--- src/rtl/tt_tbuf_drive_arb.sv ---
// Round-robin, break-before-make ownership arbiter for one shared tristate net.
// Optional hold-time preemption is enabled by defining TT_TBUF_ARB_TIMEOUT_EN.
module tt_tbuf_drive_arb #(
    parameter int N_REQ      = 4,
    parameter int GAP_CYCLES = 2,
    parameter int HOLD_MAX   = 64
) (
    input  logic             clk,
    input  logic             rst_n,
    input  logic [N_REQ-1:0] req,
    output logic [N_REQ-1:0] grant,
    output logic [N_REQ-1:0] t_en,
    output logic             busy,
    output logic             preempt
);

    localparam int              IDX_W    = (N_REQ > 1) ? $clog2(N_REQ) : 1;
    localparam logic [IDX_W-1:0] LAST_RST = IDX_W'(N_REQ - 1);
    localparam logic [3:0]      GAP_LOAD = 4'(GAP_CYCLES - 1);

    typedef enum logic [1:0] {
        IDLE  = 2'd0,
        SETUP = 2'd1,
        DRIVE = 2'd2,
        GAP   = 2'd3
    } state_t;

    state_t             state_r;
    state_t             next_state_s;
    logic [IDX_W-1:0]   last_r;
    logic [IDX_W-1:0]   pick_s;
    logic [IDX_W-1:0]   scan_idx_s;
    int                 scan_sum_s;
    logic               pick_valid_s;
    logic               req_own_s;
    logic               timeout_s;
    logic [3:0]         gap_cnt_r;
    logic [N_REQ-1:0]   grant_r;
    logic [N_REQ-1:0]   t_en_r;
    logic [N_REQ-1:0]   grant_next_s;
    logic [N_REQ-1:0]   t_en_next_s;
    logic               busy_r;
    logic               preempt_r;
    logic               busy_next_s;
    logic               preempt_next_s;

    function automatic logic [N_REQ-1:0] onehot(input logic [IDX_W-1:0] idx);
        logic [N_REQ-1:0] v;
        v      = '0;
        v[idx] = 1'b1;
        return v;
    endfunction

    // Round-robin scan: walk offsets from farthest to nearest so the nearest request above last_r wins.
    always_comb begin
        pick_s       = last_r;
        pick_valid_s = 1'b0;
        scan_sum_s   = 0;
        scan_idx_s   = '0;
        for (int i = N_REQ; i >= 1; i--) begin
            scan_sum_s   = int'(last_r) + i;
            scan_sum_s   = (scan_sum_s >= N_REQ) ? (scan_sum_s - N_REQ) : scan_sum_s;
            scan_idx_s   = IDX_W'(scan_sum_s);
            pick_s       = req[scan_idx_s] ? scan_idx_s : pick_s;
            pick_valid_s = pick_valid_s | req[scan_idx_s];
        end
    end

    assign req_own_s = req[last_r];

`ifdef TT_TBUF_ARB_TIMEOUT_EN
    localparam logic [7:0] HOLD_LAST = 8'(HOLD_MAX - 1);

    logic [7:0] hold_cnt_r;

    // Hold counter: zero outside DRIVE, so it starts from 0 on every DRIVE entry.
    always_ff @(posedge clk or negedge rst_n) begin
        if (!rst_n) begin
            hold_cnt_r <= 8'd0;
        end else if (state_r != DRIVE) begin
            hold_cnt_r <= 8'd0;
        end else begin
            hold_cnt_r <= hold_cnt_r + 8'd1;
        end
    end

    assign timeout_s = (state_r == DRIVE) && (hold_cnt_r == HOLD_LAST);
`else
    assign timeout_s = 1'b0;
`endif

    // State register.
    always_ff @(posedge clk or negedge rst_n) begin
        if (!rst_n) begin
            state_r <= IDLE;
        end else begin
            state_r <= next_state_s;
        end
    end

    // Next-state logic.
    always_comb begin
        next_state_s = state_r;
        case (state_r)
            IDLE: begin
                if (pick_valid_s) begin
                    next_state_s = SETUP;
                end else begin
                    next_state_s = IDLE;
                end
            end
            SETUP: begin
                if (req_own_s) begin
                    next_state_s = DRIVE;
                end else begin
                    next_state_s = GAP;
                end
            end
            DRIVE: begin
                if (!req_own_s || timeout_s) begin
                    next_state_s = GAP;
                end else begin
                    next_state_s = DRIVE;
                end
            end
            GAP: begin
                if (gap_cnt_r == 4'd0) begin
                    next_state_s = IDLE;
                end else begin
                    next_state_s = GAP;
                end
            end
            default: begin
                next_state_s = IDLE;
            end
        endcase
    end

    // Output decode from the next state; SETUP is only reached from IDLE, so it uses the fresh pick.
    always_comb begin
        grant_next_s   = '0;
        t_en_next_s    = '0;
        busy_next_s    = (next_state_s != IDLE);
        preempt_next_s = timeout_s && req_own_s;
        case (next_state_s)
            SETUP: begin
                grant_next_s = onehot(pick_s);
            end
            DRIVE: begin
                grant_next_s = onehot(last_r);
                t_en_next_s  = onehot(last_r);
            end
            default: begin
                grant_next_s = '0;
                t_en_next_s  = '0;
            end
        endcase
    end

    // Registered outputs.
    always_ff @(posedge clk or negedge rst_n) begin
        if (!rst_n) begin
            grant_r   <= '0;
            t_en_r    <= '0;
            busy_r    <= 1'b0;
            preempt_r <= 1'b0;
        end else begin
            grant_r   <= grant_next_s;
            t_en_r    <= t_en_next_s;
            busy_r    <= busy_next_s;
            preempt_r <= preempt_next_s;
        end
    end

    // The last winner doubles as the current owner index for SETUP/DRIVE.
    always_ff @(posedge clk or negedge rst_n) begin
        if (!rst_n) begin
            last_r <= LAST_RST;
        end else if ((state_r == IDLE) && pick_valid_s) begin
            last_r <= pick_s;
        end else begin
            last_r <= last_r;
        end
    end

    // Dead-time counter: parked at its load value outside GAP, counts down inside it.
    always_ff @(posedge clk or negedge rst_n) begin
        if (!rst_n) begin
            gap_cnt_r <= 4'd0;
        end else if (state_r != GAP) begin
            gap_cnt_r <= GAP_LOAD;
        end else if (gap_cnt_r != 4'd0) begin
            gap_cnt_r <= gap_cnt_r - 4'd1;
        end else begin
            gap_cnt_r <= gap_cnt_r;
        end
    end

    assign grant   = grant_r;
    assign t_en    = t_en_r;
    assign busy    = busy_r;
    assign preempt = preempt_r;

endmodule
--- config.mk ---
export PLATFORM = sky130hd
export DESIGN_NAME = tt_tbuf_drive_arb
export DESIGN_NICKNAME = d
export VERILOG_FILES = /design/src/rtl/tt_tbuf_drive_arb.sv
export SDC_FILE = /design/constraint.sdc
export NUM_CORES = 1
export LEC_CHECK = 0
export BUFFER_PORTS_ARGS = -buffer_cell sky130_fd_sc_hd__clkbuf_2
export CELL_PAD_IN_SITES_DETAIL_PLACEMENT = 0
export CELL_PAD_IN_SITES_GLOBAL_PLACEMENT = 2
export CORE_MARGIN = 4
export CORE_UTILIZATION = 35
export DETAILED_ROUTE_END_ITERATION = 8
export PLACE_DENSITY_LB_ADDON = 0.1
export SYNTH_ARGS = -nofsm -noshare
export SYNTH_HDL_FRONTEND = slang
export SYNTH_SLANG_ARGS = --single-unit
--- constraint.sdc ---
create_clock -name clk -period 2.9 [get_ports clk]
set_input_delay 0.725 -clock clk [delete_from_list [all_inputs] [get_ports clk]]
set_output_delay 0.725 -clock clk [all_outputs]
set_load 0.01 [all_outputs]
---- Yosys cells after proc, flatten, opt, wreduce, memory -nomap -nowiden ----
Cells that the tools add are included.
word-level totals
  bits in registers ....................... 17
  bits in latches ......................... 0
  RAM bits ................................ 0
  ROM bits ................................ 0
  input bits .............................. 6
  output and inout port bits .............. 10
  word-level logic and storage cells ...... 75
  memories kept ........................... 0
cells by class
  add/sub/neg operators ................... 9
  multiply operators ...................... 0
  div/mod/pow operators ................... 0
  $lt $le $gt $ge ......................... 12
  equality and inequality tests ........... 6
  shift operators ......................... 0
  mux-type cells .......................... 30
  bitwise gates (word level) .............. 3
  reductions and logical operators ........ 9
operators by type and width
  operator                                                           count
  less-than comparator 2 x 3 -> 1 bit, second input constant         6
  2-to-1 mux 2 bit                                                   9
  2-to-1 mux 4 bit                                                   3
  binary-select mux 1 bit (select 2 bit)                             5
  greater-or-equal comparator 3 bit, second input constant           3
  2-to-1 mux 1 bit                                                   9
  case mux 4 bit (2 select lines)                                    1
  subtractor 2 x 1 -> 2 bit, second input constant                   4
  adder 2 x 2 -> 3 bit, second input constant                        2
  equality test 2 bit, second input constant                         3
  case mux 2 bit (3 select lines)                                    1
  adder 2 x 3 -> 4 bit, second input constant                        1
  demux 1 bit (select 2 bit)                                         2
  equality test 2 x 1 -> 1 bit, second input constant                2
  greater-or-equal comparator 2 x 1 -> 1 bit, second input constant  2
  greater-or-equal comparator 4 x 3 -> 1 bit, second input constant  1
  logical NOT 4 bit                                                  1
  nonzero test 2 bit                                                 2
  nonzero test 4 bit                                                 1
  subtractor 4 x 1 -> 4 bit, second input constant                   1
  adder 2 x 1 -> 3 bit, second input constant                        1
  logical AND 1 bit                                                  3
  OR 1 bit                                                           3
  logical NOT 2 bit                                                  1
  other kinds (2)                                                    2

---- Logic depth before layout (Yosys ltp) ----
  depth after elaboration ................. 14
  depth in mapped cells ................... 12
  gate-level depth less buffers ........... 11

---- Worst setup path before layout ----
Ideal clock, no wire load.
  kind .................................... register to register
  start ................................... register last_r[1]
  end ..................................... register grant_r[0], in the netlist grant[0]
  library setup time ...................... 121 ps
  arrival time ............................ 2,362 ps
  data required time ...................... 2,779 ps
  path slack .............................. 417 ps
  stages on the path, launching flop included .. 10
  buffers on the path ..................... 1
  period minus slack after synthesis ...... 2,483 ps
  path through ............................ dfstp_2 -> buf_6 -> inv_2 -> ha_1 -> a221o_1 -> a221oi_2 -> nand2_1 -> o21ai_0 -> ha_1 -> o2bb2ai_1
on the way
  longest elaborated chain between the ends .. 14
  elaborated cells on any way between the ends .. 49
  those cells by class .................... add/sub (8); order compare (8); eq/ne (2); mux (26); bitwise (3); reduce/logical (2)
RTL lines
  item                                                                                                                     RTL line  RTL
  start: declaration                                                                                                       30        logic [IDX_W-1:0] last_r;
  start signal: assignment                                                                                                 180       last_r <= pick_s;
  start signal: assignment                                                                                                 182       last_r <= last_r;
  adder 2 x 3 -> 4 bit                                                                                                     61        scan_sum_s = int'(last_r) + i;
  greater-or-equal comparator 4 x 3 -> 1 bit or subtractor 2 x 1 -> 2 bit (tied branches)                                  62        scan_sum_s = (scan_sum_s >= N_REQ) ? (scan_sum_s - N_REQ) : scan_sum_s;
  2-to-1 mux 2 bit                                                                                                         62
  binary-select mux 1 bit (select 2 bit)                                                                                   64, 65
  2-to-1 mux 1 bit (not written as such)                                                                                   64, 65
  2-to-1 mux 2 bit (4 in a row)                                                                                            64        pick_s = req[scan_idx_s] ? scan_idx_s : pick_s;
  less-than comparator 2 x 3 -> 1 bit (not written as such) or greater-or-equal comparator 2 x 1 -> 1 bit (tied branches)  50        v[idx] = 1'b1;
  logical AND 1 bit (not written as such)                                                                                  50
  2-to-1 mux 1 bit (not written as such)                                                                                   50
  demux 1 bit (select 2 bit)                                                                                               50
  case mux 4 bit (2 select lines) (*)                                                                                      145       case (next_state_s)
  net grant_next_s[0]                                                                                                      40        logic [N_REQ-1:0] grant_next_s;
  end signal: assignment                                                                                                   168       grant_r <= grant_next_s;
  end: declaration                                                                                                         38        logic [N_REQ-1:0] grant_r;
Mark *: on every way through the listed nets, which the timed path passes. The rest lies on a longest branch. The select of a mux whose other input is x is not followed.
A chain may end at the register's enable or synchronous reset.

---- Worst setup path after layout ----
  start ................................... register last_r[0]
  end ..................................... register grant_r[1], in the netlist grant[1]
Same word-level chain as after synthesis.

==> flow_summary.ini <==
[clock_network]
cts_root_buf = clkbuf_4
cts.repair_timing.setup_buffer_count = 0
clkSlewWorstSetupHoldPaths_ns = 0.10
post_cts.resized_instances = 0
tritoncts = built
clockBufferDepth = 2
count_of_clock_tree_sinks = 17
cts_buffers = 3
postCtsHoldBufs = 0
cts.htree.levels = 1
clock_latency_late_sink_ns = 0.29

[timing]
timing.clock.skew_ns = 0.00537
finalWorstPathRequiredPeriod_ns = 2.56
timing_hold_violations_final = 0
period_share = 0.884
fmax_mhz = 390
timing_max_transition_violations_final = 0
rsz_0062_raised_after_global_routing = no
final-setup-viol-count = 0
setup-tns-final_ns = 0
final.hold.worst_slack_ns = 0.340

[power]
total_power_uw = 1430
powerDensity_nw_per_um2 = 1150
ir_drop_mv = 0.348
internal_power_uw = 776
power.share.clock = 0.090
p_seq_frac = 0.257
p_leak_uw = 0.000618
p_comb_frac = 0.653
p_sw_uw = 654
switching_share = 0.458

[worst_setup_path]
regToRegStartpoint = last_r[0]
endpoint_arrival_time_on_the_critical_path_ns = 2.79
cp-end-kind = flop
worstSetupPathType = reg -> reg
start_kind = flop
worst_r2r_path_depth = 10
worst-endpoint-required_ns = 3.13
worstSetupStartpoint = last_r[0]
worst-path-max-fanout = 8

[yosys]
netlist.top_cell.by_area = dfrtp_1
synth.area.top_cells = dfrtp_1, ha_1, dfstp_2
synthTopCellsByCount = dfrtp_1, ha_1, nand2_1, inv_1, nor2_1
ys_dominant_reg_cell = dfrtp_1
synth.yosys.seq_area_share = 0.386
async_flop_share = 1.00
post_synth_instance_area_um2 = 1110
synthesis_stage_register_bit_count = 17
ys_types = 41
syn_inst = 108
yosys_warn_count = 0
synth.net_count = 126
syn_area_per_cell_um2 = 10.3
synth_top_cell_area_share = 0.339
synth_edf_count = 0
synth.most_common_cell = dfrtp_1

[finish]
finalNetCount = 144
layoutNonFillerInstCount = 169
drive_above_1_share = 0.240
insertedDiodeCount = 0
final_core_util = 0.409
fill_cells = 335
area_growth_syn_to_layout_pct = 12.6

[routing]
routed_wirelength_um = 2130
drt_iter0_drc = 15
avgViaCountPerCell = 4.84
via_count = 818
drc = 0
firstDrtPassIters = 4
avgRoutedWirePerCell_um = 12.6
antenna_left = 0

[floorplan]
die_span_y_um = 64.3
boundaryPins = 16
row_count = 20
initial_utilization = 0.363
fp.coreArea_um2 = 3050
die_area_um2 = 4130
die_width_um = 64.3

[placed_design]
count_of_placed_standard_cells_including_taps = 165
hpwlAfterDp_um = 1670
portBuffers = 14
finalWeightedCongestion = 0.733

[grt]
grt_util_all_layers = 0.118
grt_max_degree = 18
vias_in_the_first_global_route = 821
grt_antenna_before_repair = 0
grt_first_pass_wirelength_um = 3710
grt_overflow = 0

[run]
cap_violations = 0

[worst_hold_path]
min_path_type = in -> async

[outcome]
outcome = completed
## cells by family after synthesis
family	synth area share
buf+inv	0.0643
mux	0.0813
other cells	0.00338
compound gates	0.148
xor+xnor	0.0237
flops	0.386
fa+ha+maj	0.135
simple gates	0.158
## power by group through the flow
stage,clock network (uW),registers (uW),logic (uW)
after detailed placement,0,374,945
after floorplan,0,397,713
after CTS,136,369,952
after global routing,152,378,1070
final,129,368,934
after global placement,0,372,952
## routing by layer
metal	routed length, um	GRT usage	vias to the layer above
met5	0	0	-
met2	1000	0.186	17
met1	987	0.148	393
li1	-	-	403
met3	72	0.0176	5
met4	65	0.0792	0
## cells in the final DEF, fill, tap and decap left out, drive strengths merged, types with 2 or more instances in the layout
master   synthesis  routed
clkbuf           0      17
dfrtp           15      15
ha              12      12
nand2           11      11
inv             11      11
nor2             8       8
and2             4       4
a31oi            3       3
mux2i            3       3
xnor2            3       3
mux2             3       3
o21ai            2       2
nand2b           2       2
nand3            2       2
a221o            2       2
o2bb2ai          2       2
dfstp            2       2
buf              3       2
or2b             2       2
## critical path: stages (launching register included)
cell and delay, ns:
dfstp_2 0.54, inv_1 0.07, ha_1 0.39, a221o_1 0.39
a221oi_2 0.33, nand2_1 0.11, o21ai_0 0.12, ha_1 0.22
and2_1 0.15, a31oi_1 0.05, nor2_1 0.12
## final timing paths
| check | end | slack [ns] |
|---|---|---|
| max | grant[1] | 0.34 |
| min | grant[0] | 0.34 |
| max reg2reg | grant[1] | 0.34 |
| min reg2reg | last_r[1] | 0.52 |
| max in group asynchronous | last_r[0] | 2.24 |
| min in group clk | last_r[1] | 0.52 |
## stage by stage
step,setup WS [ns],instance area [um2]
2_1_floorplan,0.417,1110
3_3_place_gp,0.361,1220
3_5_place_dp,0.341,1220
4_1_cts,0.315,1250
5_1_grt,0.0376,1250
6_report,0.336,1250
## final cells by class
type                       count  area [um2]  share of cell area
multi-input combinational     77         609               0.488
sequential                    17         428               0.343
timing repair buffer          16        85.1              0.0681
tap                           44        55.1              0.0441
inverter                      11        41.3              0.0331
clock buffer                   3        22.5              0.0180
clock inverter                 1        7.51             0.00601
## flip-flops by register name (all words and copies together) (netlist names)
register	cells
grant	4
state_r	2
gap_cnt_r	4
t_en	4
busy	1
last_r	2
No activity file was read; power rests on OpenSTA's default activity.
